**config.mk**
```make
export PLATFORM = sky130hd
export DESIGN_NAME = modulo_down_counter
export DESIGN_NICKNAME = d
export VERILOG_FILES = /design/src/rtl/modulo_down_counter_pkg.sv /design/src/rtl/modulo_down_counter.sv
export SDC_FILE = /design/constraint.sdc
export NUM_CORES = 1
export LEC_CHECK = 0
export ABC_AREA = 1
export CORE_MARGIN = 2
export CORE_UTILIZATION = 30
export CTS_CLUSTER_SIZE = 30
export DETAILED_ROUTE_END_ITERATION = 10
export GPL_ROUTABILITY_DRIVEN = 1
export GPL_TIMING_DRIVEN = 0
export SYNTH_ARGS = -nofsm -noshare
export SYNTH_HDL_FRONTEND = slang
export SYNTH_SLANG_ARGS = --single-unit
export TNS_END_PERCENT = 10
```
**constraint.sdc**
```tcl
create_clock -name clk -period 2.3 [get_ports clk]
set_input_delay 0.69 -clock clk [delete_from_list [all_inputs] [get_ports clk]]
set_output_delay 0.69 -clock clk [all_outputs]
set_load 0.05 [all_outputs]
```
**src/rtl/modulo_down_counter_pkg.sv**
```systemverilog
`default_nettype none
// ============================================================================
//  Module      : modulo_down_counter_pkg
//  Description : Shared types and helpers for the modulo-K down counter.
//                - FSM state encoding.
//                - Wide compare and clamp helpers, sized so that K = 2**W
//                  still fits.
//  Revision    : 1.0 - initial release
// ============================================================================
package modulo_down_counter_pkg;

    // Helper arithmetic width: one bit wider than the largest supported
    // count width (64). Callers zero-extend into this width and cast the
    // result back down.
    localparam int CALC_W = 65;

    typedef enum logic [0:0] {
        RUN     = 1'b0,
        EXPIRED = 1'b1
    } state_t;

    // Unsigned a >= b at CALC_W bits, so that the modulus itself is never truncated.
    function automatic logic ge_wide(input logic [CALC_W-1:0] a,
                                     input logic [CALC_W-1:0] b);
        return (a >= b);
    endfunction

    // min(val, k-1). The caller guarantees k >= 1.
    function automatic logic [CALC_W-1:0] clamp_val(input logic [CALC_W-1:0] val,
                                                    input logic [CALC_W-1:0] k);
        return ge_wide(val, k) ? (k - CALC_W'(1)) : val;
    endfunction

endpackage : modulo_down_counter_pkg
`default_nettype wire

```
**src/rtl/modulo_down_counter.sv**
```systemverilog
`default_nettype none
// ============================================================================
//  Module      : modulo_down_counter
//  Description : Loadable modulo-K down counter.
//                - Counts K-1 .. 0, then either reloads K-1 (auto-reload) or
//                  parks at 0 in EXPIRED (one-shot).
//                - Registered one-cycle borrow pulse at terminal count.
//                - Registered one-cycle load_err pulse when a load is clamped.
//  Revision    : 1.0 - initial release
// ============================================================================
module modulo_down_counter
    import modulo_down_counter_pkg::*;
#(
    parameter longint unsigned K = 16,
    parameter int              W = 32
) (
    input  logic         clk,
    input  logic         reset,
    input  logic         en,
    input  logic         load,
    input  logic [W-1:0] load_val,
    input  logic         one_shot,
    output logic [W-1:0] count,
    output logic         borrow,
    output logic         done,
    output logic         zero,
    output logic         load_err
);

    // Terminal reload value. K-1 fits in W bits even when K = 2**W.
    localparam logic [W-1:0] C_KMAX = W'(K - 64'd1);

    state_t       r_state;
    state_t       w_state_next;
    logic [W-1:0] r_count;
    logic [W-1:0] w_count_next;
    logic         r_borrow;
    logic         w_borrow_next;
    logic         r_load_err;
    logic         w_load_err_next;
    logic         w_load_over;
    logic         w_count_zero;

    // The load range check runs one bit wider than the count, so K = 2**W is handled.
    assign w_load_over  = ge_wide(CALC_W'(load_val), CALC_W'(K));
    assign w_count_zero = (r_count == '0);

    // Next-state logic. Priority is load, then enabled RUN, then hold.
    // Borrow and load_err default low, so each pulse lasts a single cycle.
    always_comb begin
        w_state_next    = r_state;
        w_count_next    = r_count;
        w_borrow_next   = 1'b0;
        w_load_err_next = 1'b0;

        if (load) begin
            w_count_next    = W'(clamp_val(CALC_W'(load_val), CALC_W'(K)));
            w_state_next    = RUN;
            w_load_err_next = w_load_over;
        end else if ((r_state == RUN) && en) begin
            if (w_count_zero) begin
                // Terminal count. one_shot as sampled on this edge picks wrap or expire.
                w_borrow_next = 1'b1;
                if (one_shot) begin
                    w_state_next = EXPIRED;
                end else begin
                    w_count_next = C_KMAX;
                end
            end else begin
                w_count_next = r_count - W'(1);
            end
        end
    end

    // State, count and pulse registers. Reset is asynchronous and returns the counter to a full RUN period.
    always_ff @(posedge clk or posedge reset) begin
        if (reset) begin
            r_state    <= RUN;
            r_count    <= C_KMAX;
            r_borrow   <= 1'b0;
            r_load_err <= 1'b0;
        end else begin
            r_state    <= w_state_next;
            r_count    <= w_count_next;
            r_borrow   <= w_borrow_next;
            r_load_err <= w_load_err_next;
        end
    end

    assign count    = r_count;
    assign borrow   = r_borrow;
    assign load_err = r_load_err;
    assign done     = (r_state == EXPIRED);
    assign zero     = w_count_zero;

endmodule : modulo_down_counter
`default_nettype wire
```
==> key figures <==
Route
  • Routed wire per std cell: 13.1 um
  • Routed Antenna Nets: 0
  • Vias: 2544
  • Number of remaining DRC errors: 0
  • First-pass DRT Iterations: 4
  • Number of vias per cell: 4.67
  • Initial DRC count: 88
  • Final Routed Wirelength: 7.14 mm

Place
  • Gpl congestion: 0.845
  • Post-DP HPWL: 5.41 mm
  • Post-Place Setup Slack: -537 ps
  • Input/output buffers: 72

Synthesis
  • Seq/Total Area, Yosys: 37.3%
  • Synth Flop Type: dfrtp_1
  • Post-synth EDFFs: 0
  • Synth top area share: 32.9%
  • Mapped Area: 0.00236 mm2
  • Yosys warns: 0
  • Yosys reg bits: 35
  • Leading area contributor after synthesis: dfrtp_1
  • Synth cell types: 26
  • Mapped Nets: 400
  • Syn Area/Cell: 6.52 um2
  • Largest cells by area after synthesis: dfrtp_1 33%, nand2_1 17%, nor2_1 14%
  • Cell count after synthesis: 362
  • Ys async rst share: 100%

Setup path
  • Max FO, Critical Path: 4
  • Crit path cell chain: inv_2, ha_4, nand2_4, nor2_4, nand3_4, nor2_4, buf_8
  • Worst path required time: 1610 ps
  • CP Class: reg -> out
  • Slowest CP cell: dfstp_2
  • Crit path DAT: 1600 ps
  • CP most frequent cell: nor2_4
  • R2r setup slk: 230 ps
  • Crit path largest cell delay: 390 ps
  • Critical Path End Type: output pin
  • Critical Path Source Type: register

Clocking
  • Num CTS Buffers: 5
  • CTS Root Cell: clkbuf_8
  • Clk Latency, worst-skew pair: 300 ps
  • TritonCTS clock tree: built
  • Clock Path Buffers: 2
  • Reg clk slew, reported paths: 70 ps
  • # hold bufs at CTS: 0
  • H-tree depth: 2
  • CTS sink cnt: 35

Die
  • Row count: 32
  • Core area: 0.00769 mm2
  • # IOs: 73
  • Die ar.: 0.00859 mm2
  • Starting Density: 30.7%
  • Die X: 92.7 um
  • Die H: 92.7 um

Global routing
  • Vias in the first global route: 2503
  • Initial antenna violation count: 0
  • Total grt overflow: 0
  • First-pass GRT wire length: 12.1 mm
  • Largest net degree at the start of global routing: 36
  • Total GRT Usage: 17.7%

STA
  • Slew Limit Headroom: 48.8%
  • Final worst setup slack: 9.42 ps
  • Final setup vio count: 0
  • Slew Limit Fails: 0
  • Hold Vio Cnt, Final: 0
  • Worst Tran Pin Value: 767 ps
  • Clk_skew: 8.38 ps
  • RSZ-0062 raised after global routing: yes
  • Fmax: 437 MHz
  • Min Tclk post-route: 2290 ps
  • Final worst path period share: 99.6%

Power and ir drop
  • Cell Pwr Density: 538 mW/mm2
  • Leak: 1.92 nW
  • Seq pwr share: 37.4%
  • Maximum VDD drop: 0.226 mV
  • Net switching power: 654 uW
  • Clock power frac: 31.8%
  • Sw Share: 35.1%
  • PnR Total Power: 1.87 mW
  • Combinational power share: 30.8%
  • P_int: 1.21 mW

Worst hold path
  • Min-delay worst type: reg -> reg

Final layout
  • Commonest non-fill, non-tap cell in the layout: nand2_1
  • Final #Nets: 480
  • P&R area growth vs syn: 47.1%
  • Ant diodes: 0
  • Most frequent cells in the layout: 104 x nand2_1, 76 x nor2_1, 49 x clkdlybuf4s50_1, 30 x nand3_1, 29 x inv_1
  • Layout fillers: 810
  • Fin util: 45.1%
  • Share of cells above drive strength 1: 12.0%

Run status
  • Status: finished clean

Run
  • Max cap viols: 0
[through the flow]
step / TNS, ps / hold slack, ps / area [um2] / instances
after floorplan: 0 / 586 / 2370 / 362
after global placement: -7920 / 480 / 3210 / 536
after detailed placement: -6740 / 482 / 3210 / 536
after CTS: -59.4 / 492 / 3360 / 544
after global routing: -95.4 / 512 / 3470 / 545
final: 0 / 490 / 3470 / 545
[Yosys cell counts, types with 2 or more instances]
master	instances
nand3_1	31
nand4_1	5
nand3b_1	2
nor2_2	2
nand2_1	104
dfrtp_1	31
inv_1	32
nand2_2	2
dfstp_2	4
nor3_1	3
buf_6	2
buf_2	2
nor2_1	89
o21ai_1	3
xor2_1	15
nor2_4	3
o21ai_0	23
[metal layers]
layer,vias up,part of all wire (%),track usage [%]
met1,1173,45,23.6
met4,0,2.1,6.25
li1,1303,-,-
met5,-,0,0
met2,55,48,29.3
met3,13,5.3,2.60
[critical path: cells and delay by family (launching register included)]
kind / cells / cell delay [ps]
AND/OR/NAND/NOR: 4 / 500
flip-flops: 1 / 390
buffers and inverters: 2 / 230
adder cells (fa/ha/maj): 1 / 170
[layout make-up]
| class | count | area, um2 | share of cell area (%) |
|---|---|---|---|
| clock inverter | 2 | 35.0 | 1.01 |
| inverter | 33 | 124 | 3.57 |
| multi-input combinational | 289 | 1410 | 40.6 |
| clock buffer | 6 | 82.6 | 2.38 |
| sequential | 35 | 888 | 25.6 |
| buffer | 5 | 37.5 | 1.08 |
| tap | 102 | 128 | 3.68 |
| timing repair buffer | 73 | 766 | 22.1 |
[registers in the layout, indices dropped and copies added, names as in the netlist]
signal and cells:
count 32, borrow 1, done 1, load_err 1
[power groups by stage]
stage               Combinational (mW)  Sequential, mW  Clock, mW
CTS                              0.562           0.694      0.608
finish                           0.575           0.698      0.594
floorplan                        0.265           0.797          0
global placement                 0.548           0.705          0
detailed placement               0.557           0.705          0
global route                     0.641           0.703      0.623
[cells by family (layout without fill, tap and decap cells)]
kind of cell	after synthesis	in the layout	synth area share (%)
AOI/OAI and AO/OA	29	29	6.47
xor gates and xnor gates	16	16	5.94
adders and majority gates	1	1	0.530
buffers and inverters	38	119	6.79
DFF	35	35	37.3
and+or+nand+nor	243	243	42.9
[what timing repair did]
action,CTS,global route
setup buffers,0,1
pin swaps,1,4
endpoints found under the setup margin,17,36
gates resized for setup,22,39
[final timing paths]
| path | start | endpoint | depth (start not counted) |
|---|---|---|---|
| worst max-delay path | count[1]$_DFFE_PP1P_ | zero | 7 |
| worst min-delay path | count[0]$_DFFE_PP1P_ | count[0]$_DFFE_PP1P_ | 2 |
| worst max register to register | count[1]$_DFFE_PP1P_ | count[28]$_DFFE_PP0P_ | 9 |
| worst min register to register | count[0]$_DFFE_PP1P_ | count[0]$_DFFE_PP1P_ | 2 |
| max in group asynchronous | reset | count[14]$_DFFE_PP0P_ | 2 |
| min in group asynchronous | reset | borrow$_DFF_PP0_ | 2 |
Power figures use the tool's default switching activity.
==> edit (config.mk and constraints unchanged) <==
`W`: 32 -> 64.
--- a/src/rtl/modulo_down_counter.sv
+++ b/src/rtl/modulo_down_counter.sv
@@ -12,7 +12,7 @@
     import modulo_down_counter_pkg::*;
 #(
     parameter longint unsigned K = 16,
-    parameter int              W = 32
+    parameter int              W = 64
 ) (
     input  logic         clk,
     input  logic         reset,
Ports: changed (resized count and load_val); port bits go from 73 to 137. No check against the original RTL was run, so the function may have changed too.
==> edit against the unedited design <==
The flow now finishes with violations (setup timing); hold slack gained 0.00084 ns; area after synthesis grew 110%; wire length grew to 2.8 times the old value; count of clock-buffer cells in the layout grew 8; critical path depth grew 1; combinational power grew to 4.3 times the old value; core utilization grew 0.12 points; final area grew 120%; total power grew to 2.9 times the old value; worst setup slack lost 0.12 ns; sequential cell count grew 32.
==> edit: results (changes against the unedited design) <==
Run status
  – Status: complete, but fails checks (was completed)
  – Failing checks: setup timing

STA
  – Relative slew slack: 51.3% (was 48.8%)
  – Final setup fails: 1 (was 0)
  – Final Worst Setup Slack: -0.109 ns (was 0.00942 ns)
  – Final Skew: 0.0115 ns (was 0.00838 ns)

Setup path
  – Reg-to-reg endpoint: count[39]$_DFFE_PP0P_ (was count[28]$_DFFE_PP0P_)
  – CP arrival: 1.72 ns (was 1.60 ns)
  – Slowest CP cell: dfrtp_2 (was dfstp_2)
  – Worst setup path start: count[22]$_DFFE_PP0P_ (was count[1]$_DFFE_PP1P_)
  – R2r startpoint: count[0]$_DFFE_PP1P_ (was count[1]$_DFFE_PP1P_)
  – Critical path's largest stage delay: 0.46 ns (was 0.39 ns)

Logic synthesis
  – Mean area per synthesized cell: 6.04 sq um (was 6.52 sq um)
  – Adder-cell share of the synthesized area: 0.248% (was 0.531%)
  – Synth cell types: 27 (was 26)
  – Syn nets: 906 (was 400)
  – Synth Area in Compound Gates: 5.25% (was 6.47%)
  – Synth top area cells: dfrtp_1, nand2_1, nor2_1 (unchanged)
  – Post-synth top cells: nand2_1, nor2_1, dfrtp_1, nand3_1, inv_1 (was nand2_1, nor2_1, inv_1, dfrtp_1, nand3_1)
  – Synth Area in XOR/XNOR: 4.51% (was 5.94%)

Finish
  – Final nets: 1088 (was 480)
  – Layout cells sized above 1: 16.4% (was 12.0%)
  – Filler cell count: 1751 (was 810)
  – Number of flip-flops in the largest register: 64 (was 32)

Hold path
  – Worst hold path startpoint: count[1]$_DFFE_PP1P_ (was count[0]$_DFFE_PP1P_)
  – WHS Endpoint: count[1]$_DFFE_PP1P_ (was count[0]$_DFFE_PP1P_)

Drt
  – Via density: 4.85 (was 4.67)
  – Starting DRT DRC Count: 451 (was 88)
  – M1 wire length: 9.10 mm (was 3.20 mm)
  – DR pass1 iterations: 6 (was 4)
  – WL per Instance: 16.0 microns (was 13.1 microns)
  – Met2 routed WL: 8.81 mm (was 3.42 mm)
  – Via count: 6024 (was 2544)
  – WL met3: 1.57 mm (was 376 microns)

Power and ir drop
  – Maximum VDD drop: 451 uV (was 226 uV)

Clocking
  – Root Buffer: clkbuf_16 (was clkbuf_8)
  – Post-CTS setup buffers: 10 (was 0)
  – Clk_lat worst skew: 0.35 ns (was 0.30 ns)
  – CTS H-Tree Depth: 3 (was 2)
  – Cts bufs inserted: 9 (was 5)
  – Resize count post-CTS: 110 (was 22)

Placement
  – Pre-CTS WS: -0.896 ns (was -0.537 ns)
  – Placed cell area: 6710 sq um (was 3210 sq um)
  – HPWL after DPL: 15.4 mm (was 5.41 mm)
  – DP Cell Count: 1192 (was 536)

GRT
  – First-pass GRT wire length: 30.8 mm (was 12.1 mm)
  – GR Util met3: 4.80% (was 2.60%)
  – Total track usage: 22.5% (was 17.7%)
  – Vias in the first global route: 5584 (was 2503)
  – M1 GR Usage: 32.0% (was 23.6%)
edit: critical path: cells and delay by family (launching register included):
kind / cells / cell delay [ns]
buffers and inverters: 1 / 0.15
AND/OR/NAND/NOR: 7 / 0.77
flip-flops: 1 / 0.46
edit: cells by family (layout without fill, tap and decap cells):
logic type,Yosys count,count (layout)
AO/OA/AOI/OAI,53,53
XOR/XNOR,26,26
adder cells (fa/ha/maj),1,1
buffers and inverters,76,263
flip-flops,67,67
AND/OR/NAND/NOR,613,613
edit: final cells by class:
class                      instances  area [sq um]  area share (%)
multi-input combinational        693          3220            43.0
clock inverter                     2          60.1           0.803
clock buffer                      14           254            3.40
inverter                          56           219            2.93
tap                              220           275            3.68
buffer                            20           145            1.94
sequential                        67          1720            22.9
timing repair buffer             171          1590            21.3
edit: power by group:
group	internal [mW]	leakage [nW]	total (mW)	switching [mW]
Combinational	0.806	3.10	2.48	1.68
Clock	0.980	0.151	1.50	0.519
Sequential	1.27	0.872	1.40	0.132
